**src/rtl/mips_pkg.sv**
```systemverilog
// Shared encodings for the multicycle MIPS controller: states, opcodes, funct codes, ALU F codes.
// MIPS_BLEZ_EN adds the BLEZEX state and its control decode.
package mips_pkg;

  typedef enum logic [3:0] {
    S_FETCH   = 4'd0,
    S_DECODE  = 4'd1,
    S_MEMADR  = 4'd2,
    S_MEMRD   = 4'd3,
    S_MEMWB   = 4'd4,
    S_MEMWR   = 4'd5,
    S_RTYPEEX = 4'd6,
    S_RTYPEWB = 4'd7,
    S_BEQEX   = 4'd8,
    S_ADDIEX  = 4'd9,
    S_ADDIWB  = 4'd10,
    S_JEX     = 4'd11,
    S_BLEZEX  = 4'd12
  } state_t;

  localparam logic [5:0] OP_RTYPE = 6'b000000;
  localparam logic [5:0] OP_LW    = 6'b100011;
  localparam logic [5:0] OP_SW    = 6'b101011;
  localparam logic [5:0] OP_BEQ   = 6'b000100;
  localparam logic [5:0] OP_ADDI  = 6'b001000;
  localparam logic [5:0] OP_J     = 6'b000010;
  localparam logic [5:0] OP_BLEZ  = 6'b000110;

  localparam logic [5:0] FN_ADD = 6'b100000;
  localparam logic [5:0] FN_SUB = 6'b100010;
  localparam logic [5:0] FN_AND = 6'b100100;
  localparam logic [5:0] FN_OR  = 6'b100101;
  localparam logic [5:0] FN_SLT = 6'b101010;
  localparam logic [5:0] FN_SLL = 6'b000000;

  localparam logic [3:0] ALU_AND = 4'b0000;
  localparam logic [3:0] ALU_OR  = 4'b0001;
  localparam logic [3:0] ALU_ADD = 4'b0010;
  localparam logic [3:0] ALU_SUB = 4'b1010;
  localparam logic [3:0] ALU_SLT = 4'b1011;
  localparam logic [3:0] ALU_SLL = 4'b0100;

  localparam logic [1:0] AOP_ADD = 2'b00;
  localparam logic [1:0] AOP_SUB = 2'b01;
  localparam logic [1:0] AOP_FN  = 2'b10;

  typedef struct packed {
    logic       pcwrite;
    logic       branch;
    logic       blez;
    logic       memwrite;
    logic       iord;
    logic       irwrite;
    logic       regdst;
    logic       memtoreg;
    logic       regwrite;
    logic       alusrca;
    logic [1:0] alusrcb;
    logic [1:0] pcsrc;
    logic [1:0] aluop;
  } ctrl_t;

  // Moore decode: control word asserted while the FSM sits in state s.
  function automatic ctrl_t ctrl_of(state_t s);
    ctrl_t c;
    c = '0;
    case (s)
      S_FETCH:   begin c.irwrite = 1'b1; c.pcwrite = 1'b1; c.alusrcb = 2'b01; end
      S_DECODE:  c.alusrcb = 2'b11;
      S_MEMADR,
      S_ADDIEX:  begin c.alusrca = 1'b1; c.alusrcb = 2'b10; end
      S_MEMRD:   c.iord = 1'b1;
      S_MEMWB:   begin c.regwrite = 1'b1; c.memtoreg = 1'b1; end
      S_MEMWR:   begin c.memwrite = 1'b1; c.iord = 1'b1; end
      S_RTYPEEX: begin c.alusrca = 1'b1; c.aluop = AOP_FN; end
      S_RTYPEWB: begin c.regwrite = 1'b1; c.regdst = 1'b1; end
      S_BEQEX:   begin c.alusrca = 1'b1; c.aluop = AOP_SUB; c.pcsrc = 2'b01; c.branch = 1'b1; end
      S_ADDIWB:  c.regwrite = 1'b1;
      S_JEX:     begin c.pcsrc = 2'b10; c.pcwrite = 1'b1; end
`ifdef MIPS_BLEZ_EN
      S_BLEZEX:  begin c.alusrca = 1'b1; c.aluop = AOP_SUB; c.pcsrc = 2'b01; c.blez = 1'b1; end
`endif
      default:   c = '0;
    endcase
    return c;
  endfunction

endpackage

```
**src/rtl/alu_decoder.sv**
```systemverilog
// Combinational ALU F-code decode from aluop and the R-type funct field.
module alu_decoder
  import mips_pkg::*;
(
  input  logic [1:0] aluop,
  input  logic [5:0] funct,
  output logic [3:0] alucontrol
);

  always_comb begin
    alucontrol = ALU_ADD;
    case (aluop)
      AOP_ADD: alucontrol = ALU_ADD;
      AOP_SUB: alucontrol = ALU_SUB;
      AOP_FN: begin
        case (funct)
          FN_ADD:  alucontrol = ALU_ADD;
          FN_SUB:  alucontrol = ALU_SUB;
          FN_AND:  alucontrol = ALU_AND;
          FN_OR:   alucontrol = ALU_OR;
          FN_SLT:  alucontrol = ALU_SLT;
          FN_SLL:  alucontrol = ALU_SLL;
          // unknown funct still adds; the writeback happens regardless
          default: alucontrol = ALU_ADD;
        endcase
      end
      default: alucontrol = ALU_ADD;
    endcase
  end

endmodule

```
**src/rtl/mips_mc_controller.sv**
```systemverilog
// Multicycle MIPS control FSM; control word registered alongside state.
// MIPS_BLEZ_EN enables the BLEZ instruction (state 12), otherwise op 000110 is a NOP.
module mips_mc_controller
  import mips_pkg::*;
#(
  parameter logic [3:0] RESET_STATE = 4'd0
) (
  input  logic       clk,
  input  logic       reset,
  input  logic [5:0] op,
  input  logic [5:0] funct,
  input  logic       zero,
  input  logic       ltez,
  output logic       pcen,
  output logic       memwrite,
  output logic       iord,
  output logic       irwrite,
  output logic       regdst,
  output logic       memtoreg,
  output logic       regwrite,
  output logic       alusrca,
  output logic [1:0] alusrcb,
  output logic [1:0] pcsrc,
  output logic [3:0] alucontrol,
  output logic [3:0] state_o
);

  state_t state, nxt;
  ctrl_t  c;

  always_comb begin
    nxt = S_FETCH;
    case (state)
      S_FETCH: nxt = S_DECODE;
      S_DECODE: begin
        case (op)
          OP_LW, OP_SW: nxt = S_MEMADR;
          OP_RTYPE:     nxt = S_RTYPEEX;
          OP_BEQ:       nxt = S_BEQEX;
          OP_ADDI:      nxt = S_ADDIEX;
          OP_J:         nxt = S_JEX;
`ifdef MIPS_BLEZ_EN
          OP_BLEZ:      nxt = S_BLEZEX;
`endif
          default:      nxt = S_FETCH;
        endcase
      end
      S_MEMADR:  nxt = (op == OP_SW) ? S_MEMWR : S_MEMRD;
      S_MEMRD:   nxt = S_MEMWB;
      S_RTYPEEX: nxt = S_RTYPEWB;
      S_ADDIEX:  nxt = S_ADDIWB;
      default:   nxt = S_FETCH;
    endcase
  end

  // Control word tracks nxt so it changes in the same edge as state.
  always_ff @(posedge clk or posedge reset) begin
    if (reset) begin
      state <= state_t'(RESET_STATE);
      c     <= ctrl_of(state_t'(RESET_STATE));
    end else begin
      state <= nxt;
      c     <= ctrl_of(nxt);
    end
  end

  alu_decoder u_alu_dec (
    .aluop      (c.aluop),
    .funct      (funct),
    .alucontrol (alucontrol)
  );

  assign pcen     = c.pcwrite | (c.branch & zero) | (c.blez & ltez);
  assign memwrite = c.memwrite;
  assign iord     = c.iord;
  assign irwrite  = c.irwrite;
  assign regdst   = c.regdst;
  assign memtoreg = c.memtoreg;
  assign regwrite = c.regwrite;
  assign alusrca  = c.alusrca;
  assign alusrcb  = c.alusrcb;
  assign pcsrc    = c.pcsrc;
  assign state_o  = state;

endmodule

```
**config.mk**
```make
export PLATFORM = sky130hd
export DESIGN_NAME = mips_mc_controller
export DESIGN_NICKNAME = d
export VERILOG_FILES = /design/src/rtl/mips_pkg.sv /design/src/rtl/alu_decoder.sv /design/src/rtl/mips_mc_controller.sv
export SDC_FILE = /design/constraint.sdc
export NUM_CORES = 1
export LEC_CHECK = 0
export ABC_AREA = 1
export BUFFER_PORTS_ARGS = -buffer_cell sky130_fd_sc_hd__buf_2
export CAP_MARGIN = 40
export CELL_PAD_IN_SITES_DETAIL_PLACEMENT = 1
export CELL_PAD_IN_SITES_GLOBAL_PLACEMENT = 2
export CORE_UTILIZATION = 26
export DETAILED_ROUTE_END_ITERATION = 10
export PLACE_DENSITY = 0.73
export SETUP_SLACK_MARGIN = 0.15
export SLEW_MARGIN = 15
export SYNTH_ARGS = -nofsm -noshare
export SYNTH_HDL_FRONTEND = slang
export SYNTH_HIERARCHICAL = 1
export SYNTH_SLANG_ARGS = --single-unit
```
**constraint.sdc**
```tcl
create_clock -name clk -period 1.8 [get_ports clk]
set_input_delay 0 -clock clk [delete_from_list [all_inputs] [get_ports clk]]
set_output_delay 0 -clock clk [all_outputs]
set_load 0.05 [all_outputs]
```
==> results of run 1 <==
-- state kept, by name (all words and copies together), names as in the netlist --
signal,count
regdst,1
state_o,4
iord,1
irwrite,1
pcsrc,1
regwrite,1
c,4
memtoreg,1
alusrcb,2
memwrite,1
alusrca,1
-- per-stage QoR --
step | setup WS [ns] | power [W]
final | 0.2920 | 0.001912
after global routing | 0.1690 | 0.002046
after CTS | 0.1826 | 0.001931
after detailed placement | 0.2949 | 0.001594
after global placement | 0.3360 | 0.001570
after floorplan | 0.1796 | 0.001384
-- cell type report --
class                   count  area share, %
multi-input cells          88          35.49
clock buffers               4          4.131
inverters                  27          7.606
repair buffers             35          14.18
flip-flops and latches     18          34.08
well taps                  48          4.507
-- synthesized netlist by cell type (all sizes together) --
| library cell | instances |
|---|---|
| ha | 2 |
| dfstp | 3 |
| nor2 | 30 |
| o21ai | 1 |
| nor3 | 5 |
| nand4 | 1 |
| a21o | 1 |
| nand3 | 17 |
| nand2 | 27 |
| dfrtp | 15 |
| inv | 27 |
| buf | 4 |
| a21oi | 4 |
-- report_power, final --
| part | switching, W | leakage, nW | internal (W) |
|---|---|---|---|
| clock | 0.000129 | 0.0288 | 0.000194 |
| sequential | 0.0000670 | 0.235 | 0.000527 |
| combinational | 0.000753 | 0.478 | 0.000242 |
-- placed cells by master, fill, tap and decap left out --
cell,count
dlygate4sd3_1,1
dfrtp_1,15
nor3_2,1
nand2_2,5
clkbuf_8,4
nand3_1,16
a21oi_1,3
nand2_1,20
inv_2,4
o21ai_1,1
nand2_4,2
inv_1,23
nor3_1,4
buf_6,1
buf_2,32
a21oi_2,1
nor2_4,3
nor2_1,22
dfstp_2,3
ha_1,1
a21o_1,1
nand4_2,1
clkbuf_4,1
nand3_2,1
ha_2,1
nor2_2,5
-- worst paths after layout --
path,start,endpoint,slack (ns),cells after the start
worst min register to register,state_o[1]$_DFF_PP0_,iord$_DFF_PP0_,0.64,2
max in group asynchronous,reset,regwrite$_DFF_PP0_,0.97,3
worst min-delay path,op[2],memwrite$_DFF_PP0_,0.1,4
min in group asynchronous,reset,pcsrc[1]$_DFF_PP0_,0.40,3
worst max-delay path,state_o[0]$_DFF_PP0_,alusrca$_DFF_PP0_,0.29,10
worst max register to register,state_o[0]$_DFF_PP0_,alusrca$_DFF_PP0_,0.29,10
-- layer usage --
metal	share of wire (%)	routed length (µm)	up-vias	GRT usage [%]
met5	0	0	-	0
li1	-	-	483	-
met3	4.1	110	2	2.257
met1	46	1225	453	16.81
met2	49	1309	28	23.45
met4	0.64	17	0	3.261
-- worst max-delay path, stage by stage (launching register included) --
cell and delay (ns):
dfrtp_1 0.45, inv_2 0.13, nand2_4 0.09, nor2_4 0.16
nor2_2 0.05, nand2_2 0.08, inv_2 0.04, nand2_4 0.11
nor2_2 0.06, a21oi_1 0.14, nand2_1 0.07
-- kinds of logic (layout without fill, tap and decap cells) --
family	count (synthesis)	count (layout)	synth area share, %
compound gates	6	6	3.460
flops	18	18	43.32
simple gates	80	80	38.30
fa+ha+maj	2	2	2.386
buf+inv	31	66	12.53
-- repair_timing --
action | CTS | global route
hold buffers | 1 | 0
setup endpoints to repair | 0 | 3
gates resized for setup | 0 | 6
hold endpoints to repair | 15 | 0
==> summary by stage, run 1 <==
Logic synthesis
The share of synthesized area in the top cell type comes to 35.80%. During synthesis, Yosys emitted a total of 6 warnings. The synthesized netlist net count is 155. The library cell with the largest summed area after synthesis is dfrtp_1. Sequential cells were found to cover 43.32% of the synthesized design area. The post-synthesis instance total is 137. The cell area that synthesis handed to floorplanning was 0.001049 mm². The average instance in the mapped netlist occupies 7.653 µm². The distinct cell type count of the synthesized netlist is 20. By area the synthesized netlist is led by dfrtp_1 36%, inv_1 8.2%, nor2_1 7.9%, nand3_1 7.6%, dfstp_2 7.5%. The synthesis-stage register bit count is 18.

Setup path
The launching element type of the critical path is a flop. The endpoint arrival time on the critical path is 1.64 ns. The category of the most critical setup path is flop to flop. The required time of the critical path is 1.93 ns. The maximum fanout count along the critical path is 7. The worst setup path is captured at a flop.

Global routing
Global routing consumed, over all layers together, 13.35% of the routing resources. The via count of the first global-routing pass came to 934. After global routing the overflow that remains totals 0. The initial antenna violation count is 0.

The maximum number of pins on one net before global-route repair is 19. The wire length of the first global-routing pass is 4.291 mm.

Final layout
The filler cell count is 476. The total area of sequential cells is 454.2 µm². Once layout is complete, the cells apart from fillers number 220. After routing the design area is 0.001333 mm². The total inserted antenna cells is 0. The synthesis-to-finish area growth is 27.09%. In the final layout, the multi-input gates occupy 473.0 µm². The share of cells above drive strength 1 is 37.79%.

The number of nets in the layout is 191. Cells fill 35.34% of the core in the end.

CTS
CTS placed an instance of clkbuf_8 at the clock tree root. In this run the number of H-tree levels came out at 1. The clock net in this run drives a total of 18 sinks. The clock tree from TritonCTS is done.

Counting the buffers created by CTS gives 3. The source-to-sink clock delay at the later pin of the worst-skew pair is 0.25 ns. The maximum count of clock buffers along a single path is 2.

The clock transition at the registers of the reported paths is 0.07 ns. Once the clock tree was built, the setup fixing pass inserted 0 buffers.

Pwr
For this design the ratio of total power to cell area is 1435 mW/mm². The maximum resistive drop on vdd is 514.9 µV. Summed over all cells, the static leakage comes to 0.7418 nW.

Route
The total vias in the final route is 966. The detail route stage leaves a number of antenna-violating nets equal to 0. The pre-antenna-repair detailed-routing pass consisted of 4 iterations.

The first-iteration detailed-routing DRC count is 14. The routed wirelength normalized by instance count is 12.10 µm. The via density per instance is 4.391. The number of remaining DRC errors is 0.

The detailed-route wire length is 2.661 mm.

Place
The wire-length estimate of the detail-placed layout is 2.133 mm. The port buffer count is 34. The final estimated routing congestion in global placement is 0.7562.

The post-placement cell count is 215. The total placed instance area is 0.001254 mm².

Floorplanning
The boundary pin count is 36. The die footprint is 0.004291 mm². The chip height is 65.51 µm. The width of the chip is 65.51 µm. The initialized floorplan defines 22 standard-cell rows.

The core region is 0.003771 mm². The initial utilization of the core area, before any placement, comes to 27.80%.

STA
Counting I/O delays and the setup requirement, the final critical path takes 1.508 ns. After routing, the total negative slack on setup checks comes to 0 ns. The final-report hold violation count was 0.

The clock tree skew after final layout is 0.005979 ns. Dividing the final minimum period by the clock period gives 83.78%. Across all hold checks on the routed design, the worst slack comes to 0.09728 ns. The max-slew violation count is 0. The final count of negative-setup-slack endpoints is 0.

The timing-limited maximum frequency is 663.1 MHz. The tightest slew margin relative to the limit is 54.63%. The slew at the pin with the worst max-slew slack is 0.6799 ns. Setup repair after global routing left no endpoint under its margin.

Worst hold path
The min-delay analysis places its worst path in the category primary input to flop.

Outcome
The run finished with clean final reports.

Run
Across the run, the number of max-cap violations was 0.
(Power assumes the default switching activity.)
==> run 2: changes to the inputs <==
==> constraint.sdc (replaced) <==
create_clock -name clk -period 1.41 [get_ports clk]
set_input_delay 0 -clock clk [delete_from_list [all_inputs] [get_ports clk]]
set_output_delay 0 -clock clk [all_outputs]
set_load 0.05 [all_outputs]
==> run 2 against run 1 <==
Effect of this change: sequential power grew 32%; flip-flop and latch count is the same; via count grew 13%.
==> summary by stage, run 2 (synthesis gave the netlist of run 1 again) <==
STA
The slew at the pin with the worst max-slew slack is 0.6563 ns (-0.02360 ns). The tightest slew margin relative to the limit came to 56.20% (+1.6 points). The setup TNS is 0 ns (unchanged).

The final critical-path required period is 1.401 ns (-0.1069 ns). The final count of negative-setup-slack endpoints is 0 (unchanged). The final-layout worst hold slack was 0.1224 ns (+0.02507 ns). The timing-limited maximum frequency is 713.7 MHz (+7.6%).

The max-slew violation count came to 0 (unchanged). The post-route fraction of the period consumed by the critical path came to 99.37% (+16 points). Setup repair after global routing could not meet its margin everywhere.

The final-report hold violation count was 0 (unchanged). The clock tree skew after final layout was 0.001106 ns (-0.004872 ns).

CTS
The maximum level of the CTS H-tree is 1 (unchanged). The clock root buffer is clkbuf_8. The maximum count of clock buffers along a single path is 2 (unchanged).

The count of clock tree sinks is 18 (unchanged). The clock transition at the registers of the reported paths was 0.06 ns (about the same). TritonCTS built the clock tree.

The number of buffers inserted during clock tree synthesis is 3 (unchanged). The source-to-sink clock delay at the later pin of the worst-skew pair is 0.26 ns (about the same).

Outcome
The run finished with clean final reports.

Route
The routed wirelength normalized by instance count is 12.09 µm (about the same). The post-detailed-route count of antenna-violating nets is 0 (unchanged). The via density per instance is 4.463 (+1.6%). The first-iteration detailed-routing DRC count is 9 (-5). The number of remaining DRC errors came to 0 (unchanged). The detailed-route wire length is 2.950 mm (+11%). The total vias in the final route was 1089 (+13%). The number of iterations in the first detailed-routing pass is 3 (-1).

Final layout
The library cells used most frequently in the layout, excluding fill and tap cells, are 30 x buf_2, 23 x buf_4, 17 x inv_1. The share of cells above drive strength 1 is 61.73% (+24 points). The total inserted antenna cells is 0 (unchanged).

The post-layout instance count excluding filler cells is 244 (+11%). The number of nets in the layout is 215 (+13%). The post-layout utilization of the core was 44.79% (+9.5 points). The synthesis-to-finish area growth is 61.10%. The summed area of non-filler cells in the final layout is 0.001689 mm² (+27%).

The most common library cell in the layout ignoring fill and taps is buf_2.

Pwr
The combinational group share of total power was 59.2% (+7.2 points). The cell leakage power is 0.8998 nW (+21%). The cell-internal power is 0.001543 W (+60%).

The share of total power consumed by net switching is 47.72% (-2.0 points). The switching power of the nets was 0.001409 W (+48%). The sequential cell fraction of total power is 26.5% (-4.5 points). The clock network power share is 14.3% (-2.6 points). The maximum resistive drop on vdd came to 596.1 µV (+16%).

The power density over cell area is 1748 mW/mm² (+22%).

Floorplanning
The count of standard-cell rows is 22 (unchanged). The width of the chip is 65.51 µm (unchanged). The chip height is 65.51 µm (unchanged).

The boundary pin count was 36 (unchanged). The die footprint is 0.004291 mm² (unchanged). The initial standard-cell utilization of the core is 27.80% (unchanged).

The placeable core region is 0.003771 mm² (unchanged).

Global routing
The combined global-route utilization of all metal layers is 15.41% (+2.1 points). The remaining global-route overflow is 0 (unchanged). The via count of the first global-routing pass came to 1194 (+28%). The maximum number of pins on one net before global-route repair came to 19 (unchanged). The wire length of the first global-routing pass is 5.030 mm (+17%).

The initial antenna violation count was 0 (unchanged).

Run
The number of maximum-capacitance constraint violations came to 0 (unchanged).

Setup path
STA classifies the critical path endpoint as a flop. The required time of the critical path is 1.61 ns (-0.32 ns). The launching element type of the critical path is a flop.

The endpoint arrival time on the critical path is 1.61 ns (-0.03 ns). The maximum fanout count along the critical path came to 5 (-2). The category of the most critical setup path is flop to flop.

Place
The post-placement cell count is 224 (+4.2%). The half-perimeter wire length after detailed placement is 2.195 mm (+2.9%). The total placed instance area is 0.001340 mm² (+6.9%). The final estimated routing congestion in global placement is 0.7914 (+4.7%).

The port buffer count came to 34 (unchanged).

Worst hold path
The min-delay analysis places its worst path in the category primary input to flop.
## run 2: cell count changes in the layout (fill, tap and decap cells not counted), sizes merged
cell | before | now
buf | 33 | 58
clkbuf | 5 | 4
## run 2: area by class of cell
cell class	instances	area, µm²
Clock buffer	4	55.05
Inverter	27	108.9
Multi-Input combinational cell	88	613.1
Timing Repair Buffer	59	392.9
Tap cell	48	60.06
Fill cell	470	2082
Sequential cell	18	459.2
## run 2: worst paths after layout
path,from,endpoint,slack [ns],cells past startpoint
max,state_o[1]$_DFF_PP0_,alusrcb[0]$_DFF_PP1_,0.009,10
min,op[4],memwrite$_DFF_PP0_,0.12,4
max reg2reg,state_o[1]$_DFF_PP0_,alusrcb[0]$_DFF_PP1_,0.009,10
min reg2reg,state_o[2]$_DFF_PP0_,alusrcb[1]$_DFF_PP0_,0.64,3
max in group asynchronous,reset,state_o[2]$_DFF_PP0_,0.57,3
min in group asynchronous,reset,pcsrc[1]$_DFF_PP0_,0.38,3
## run 2: critical path, cell delays in order, from the launching register on
cell and delay (ns):
dfrtp_2 0.46, inv_4 0.08, nand2_4 0.09, nor2_4 0.04
nor2_2 0.13, nand2_2 0.07, inv_2 0.06, nand2_4 0.06
buf_4 0.13, buf_4 0.13, nor2_4 0.08
## run 2: metrics by stage
| step | worst slack, ns | power, W |
|---|---|---|
| 5_1_grt | -0.09796 | 0.003168 |
| 2_1_floorplan | -0.02591 | 0.001781 |
| 3_5_place_dp | -0.01804 | 0.002150 |
| 4_1_cts | 0.01980 | 0.002753 |
| 3_3_place_gp | 0.005220 | 0.002126 |
| 6_report | 0.008901 | 0.002952 |
## run 2: timing repair
item                       CTS  global route
gates cloned                 0             0
hold endpoints to repair    15             0
setup endpoints to repair   12            14
resized for setup           32            19
hold buffers                 1             0
pin swaps                   13            12
buffers inserted            10             5
## run 2: routing by layer
metal	track usage [%]	up-vias	wire, µm
li1	-	537	-
met1	16.07	524	1099
met2	30.15	23	1711
met3	1.563	5	76
met4	7.337	0	63
met5	0	-	0
## run 2: power by group through the flow
stage / registers [W] / logic (W) / clock network (W)
2_1_floorplan: 0.00106 / 0.000723 / 0
3_3_place_gp: 0.000768 / 0.00136 / 0
3_5_place_dp: 0.000773 / 0.00138 / 0
4_1_cts: 0.000773 / 0.00154 / 0.000440
5_1_grt: 0.000800 / 0.00191 / 0.000458
6_report: 0.000783 / 0.00175 / 0.000423
==> run 3: changes to the inputs <==
--- a/config.mk
+++ b/config.mk
@@ -6,7 +6,7 @@
 export NUM_CORES = 1
 export LEC_CHECK = 0
 export ABC_AREA = 1
-export BUFFER_PORTS_ARGS = -buffer_cell sky130_fd_sc_hd__buf_2
+export BUFFER_PORTS_ARGS = -buffer_cell sky130_fd_sc_hd__buf_4
 export CAP_MARGIN = 40
 export CELL_PAD_IN_SITES_DETAIL_PLACEMENT = 1
 export CELL_PAD_IN_SITES_GLOBAL_PLACEMENT = 2
==> run 3 against run 2 <==
Effect of this change: the flow now finishes with violations (setup timing); core utilization increased by 2.0 points; sequential share of layout area decreased by 1.1 points; flip-flop and latch count is the same; count of clock-buffer cells in the layout is the same; combinational power is essentially flat; power grew 2.2%; critical endpoint is now alusrca$_DFF_PP0_; setup slack got worse by 0.091 ns; die area unchanged; final cell count fell by 1.6%.
==> summary by stage, run 3 (synthesis gave the netlist of run 1 again) <==
STA
The slew at the pin with the worst max-slew slack was 0.7343 ns (+0.07807 ns). The final worst setup slack is -0.08225 ns (-0.09115 ns). The final-report hold violation count came to 0 (unchanged).

The clock tree skew after final layout was 0.001464 ns (+0.0003574 ns). Setup repair after global routing could not meet its margin everywhere. The tightest slew margin relative to the limit is 50.99% (-5.2 points).

The post-route fraction of the period consumed by the critical path is 105.8% (+6.5 points). The final critical-path required period is 1.492 ns (+0.09115 ns). The timing-limited maximum frequency is 670.1 MHz (-6.1%).

The final count of negative-setup-slack endpoints is 3 (+3). The max-slew violation count is 0 (unchanged).

Final layout
The total area of sequential cells is 459.2 µm² (unchanged). The summed area of non-filler cells in the final layout came to 0.001763 mm² (+4.4%). The number of nets in the layout is 211 (-1.9%). The total inserted antenna cells was 0 (unchanged). The area of the multi-input gates is 615.6 µm² (+0.41%).

The synthesis-to-finish area growth is 68.14%. The post-layout utilization of the core is 46.75% (+2.0 points). The share of cells above drive strength 1 came to 59.38% (-2.4 points). Leaving out fill and tap cells, the most frequent cell in the layout is buf_4. The top cell types in the final layout, fill and taps aside, are 45 x buf_4, 17 x inv_1, 16 x nor2_1. The filler cell count is 445 (-5.3%).

Run
The number of maximum-capacitance constraint violations was 0 (unchanged).

Place
The total placed instance area came to 0.001425 mm² (+6.3%). The half-perimeter wire length after detailed placement is 2.219 mm (+1.1%). The final estimated routing congestion in global placement is 0.7749 (-2.1%). The port buffer count was 34 (unchanged).

Setup path
The launch point of the worst reg-to-reg path is state_o[0]$_DFF_PP0_. STA classifies the critical path startpoint as a flop. The slack of the worst reg-to-reg path is -0.08 ns (-0.09 ns). The endpoint arrival time on the critical path is 1.63 ns (+0.02 ns). The type of element capturing the critical path is a flop. The launching element of the worst setup path is state_o[0]$_DFF_PP0_. In this run the critical register-to-register path is captured at alusrca$_DFF_PP0_.

The critical path is of the flop to flop type. The required time of the critical path is 1.55 ns (-0.06 ns). The worst-case reg-to-reg path depth came to 10 (unchanged). The maximum fanout count along the critical path was 4 (-1).

CTS
The count of clock tree sinks came to 18 (unchanged). The maximum count of clock buffers along a single path is 2 (unchanged). The clock root buffer is clkbuf_8. The clock transition at the registers of the reported paths is 0.08 ns (+0.02 ns).

The clock tree from TritonCTS is done. The maximum level of the CTS H-tree is 1 (unchanged). The source-to-sink clock delay at the later pin of the worst-skew pair is 0.26 ns (about the same).

The number of buffers inserted during clock tree synthesis was 3 (unchanged).

Global routing
The via count of the first global-routing pass is 1196 (+0.17%). The wire length of the first global-routing pass came to 5.451 mm (+8.4%). The remaining global-route overflow is 0 (unchanged). The combined global-route utilization of all metal layers came to 17.02% (+1.6 points). The maximum number of pins on one net before global-route repair is 19 (unchanged). The initial antenna violation count came to 0 (unchanged).

Route
The detailed-route wire length is 3.286 mm (+11%). The number of remaining DRC errors is 0 (unchanged). The first-iteration detailed-routing DRC count is 10 (+1). The total vias in the final route is 1060 (-2.7%). The number of iterations in the first detailed-routing pass is 4 (+1). The routed wirelength normalized by instance count is 13.69 µm (+13%). The post-detailed-route count of antenna-violating nets came to 0 (unchanged). The via density per instance was 4.417 (-1.0%).

Floorplanning
The die footprint is 0.004291 mm² (unchanged). The chip height is 65.51 µm (unchanged). The initial standard-cell utilization of the core is 27.80% (unchanged).

The placeable core region is 0.003771 mm² (unchanged). The width of the chip was 65.51 µm (unchanged). The boundary pin count is 36 (unchanged). The count of standard-cell rows came to 22 (unchanged).

Worst hold path
The hold path startpoint is op[2]. The path class of the tightest hold or removal check is primary input to flop. The terminating pin of the worst hold path is memwrite$_DFF_PP0_. The number of cells on the worst hold path is 4 (unchanged).

Pwr
The total power is 0.003016 W (+2.2%). The power density over cell area came to 1711 mW/mm² (-2.1%). The maximum resistive drop on vdd came to 747.6 µV (+25%). The cell leakage power is 0.8994 nW (about the same).

Outcome
The flow ran to the end, but the final reports show violations. The final reports fail on setup timing.
[run 3: cell types whose count changed in the layout (fill, tap and decap cells not counted), moves of 2 or more]
cell | previous run | this run
nor2_2 | 9 | 7
nor2_1 | 13 | 16
buf_2 | 30 | 0
buf_4 | 23 | 45
buf_6 | 4 | 7
[run 3: per-layer routing]
metal  routed length, µm  vias to the layer above  global-route usage, %
met4                  40                        0                  5.707
met2                1947                       23                  35.31
met5                   0                        -                      0
met3                  68                        4                 0.6944
li1                    -                      524                      -
met1                1229                      509                  17.65
[run 3: power breakdown]
| group | internal, W | total, W | leakage [nW] | switching, W |
|---|---|---|---|---|
| clock | 0.000249 | 0.000443 | 0.0288 | 0.000195 |
| combinational | 0.000642 | 0.00178 | 0.641 | 0.00114 |
| sequential | 0.000679 | 0.000789 | 0.229 | 0.000109 |
[run 3: layout make-up]
type	count	area share [%]
multi-input combinational	88	34.92
timing repair buffer	55	26.19
sequential	18	26.05
inverter	27	6.317
tap	48	3.407
clock buffer	4	3.123
[run 3: worst max path at each step]
stage / slack (ns) / cells past startpoint / end
CTS: -0.03 / 10 / alusrca$_DFF_PP0_
global placement: -0.005 / 10 / alusrca$_DFF_PP0_
detailed placement: -0.05 / 10 / alusrca$_DFF_PP0_
finish: -0.08 / 10 / alusrca$_DFF_PP0_
global route: -0.20 / 10 / alusrca$_DFF_PP0_
floorplan: -0.03 / 11 / alusrca$_DFF_PP0_
[run 3: critical path, cell delays in order (launching register included)]
cell and delay [ns]:
dfrtp_2 0.47, inv_4 0.10, nand2_8 0.07, nor2_4 0.18
nor2_4 0.05, nand2_2 0.07, a21oi_1 0.05, nand2_1 0.07
nor2_1 0.04, nor2_1 0.16, nand2_1 0.10
[run 3: timing repair]
item / in CTS / in global routing
pin swaps: 14 / 12
cloned: 0 / 0
hold buffers: 1 / 0
setup buffers: 10 / 1
endpoints found under the hold margin: 15 / 0
endpoints found under the setup margin: 13 / 16
resized for setup: 37 / 12
[run 3: per-stage QoR]
step | worst slack (ns) | cells | setup TNS, ns | hold WS, ns
finish | -0.08225 | 240 | -0.1869 | 0.09334
global route | -0.1959 | 240 | -0.9221 | 0.1366
CTS | -0.02528 | 239 | -0.02825 | 0.1052
detailed placement | -0.04512 | 224 | -0.04937 | 0.1679
global placement | -0.005335 | 224 | -0.005335 | 0.1314
floorplan | -0.02591 | 137 | -0.05182 | -0.06389
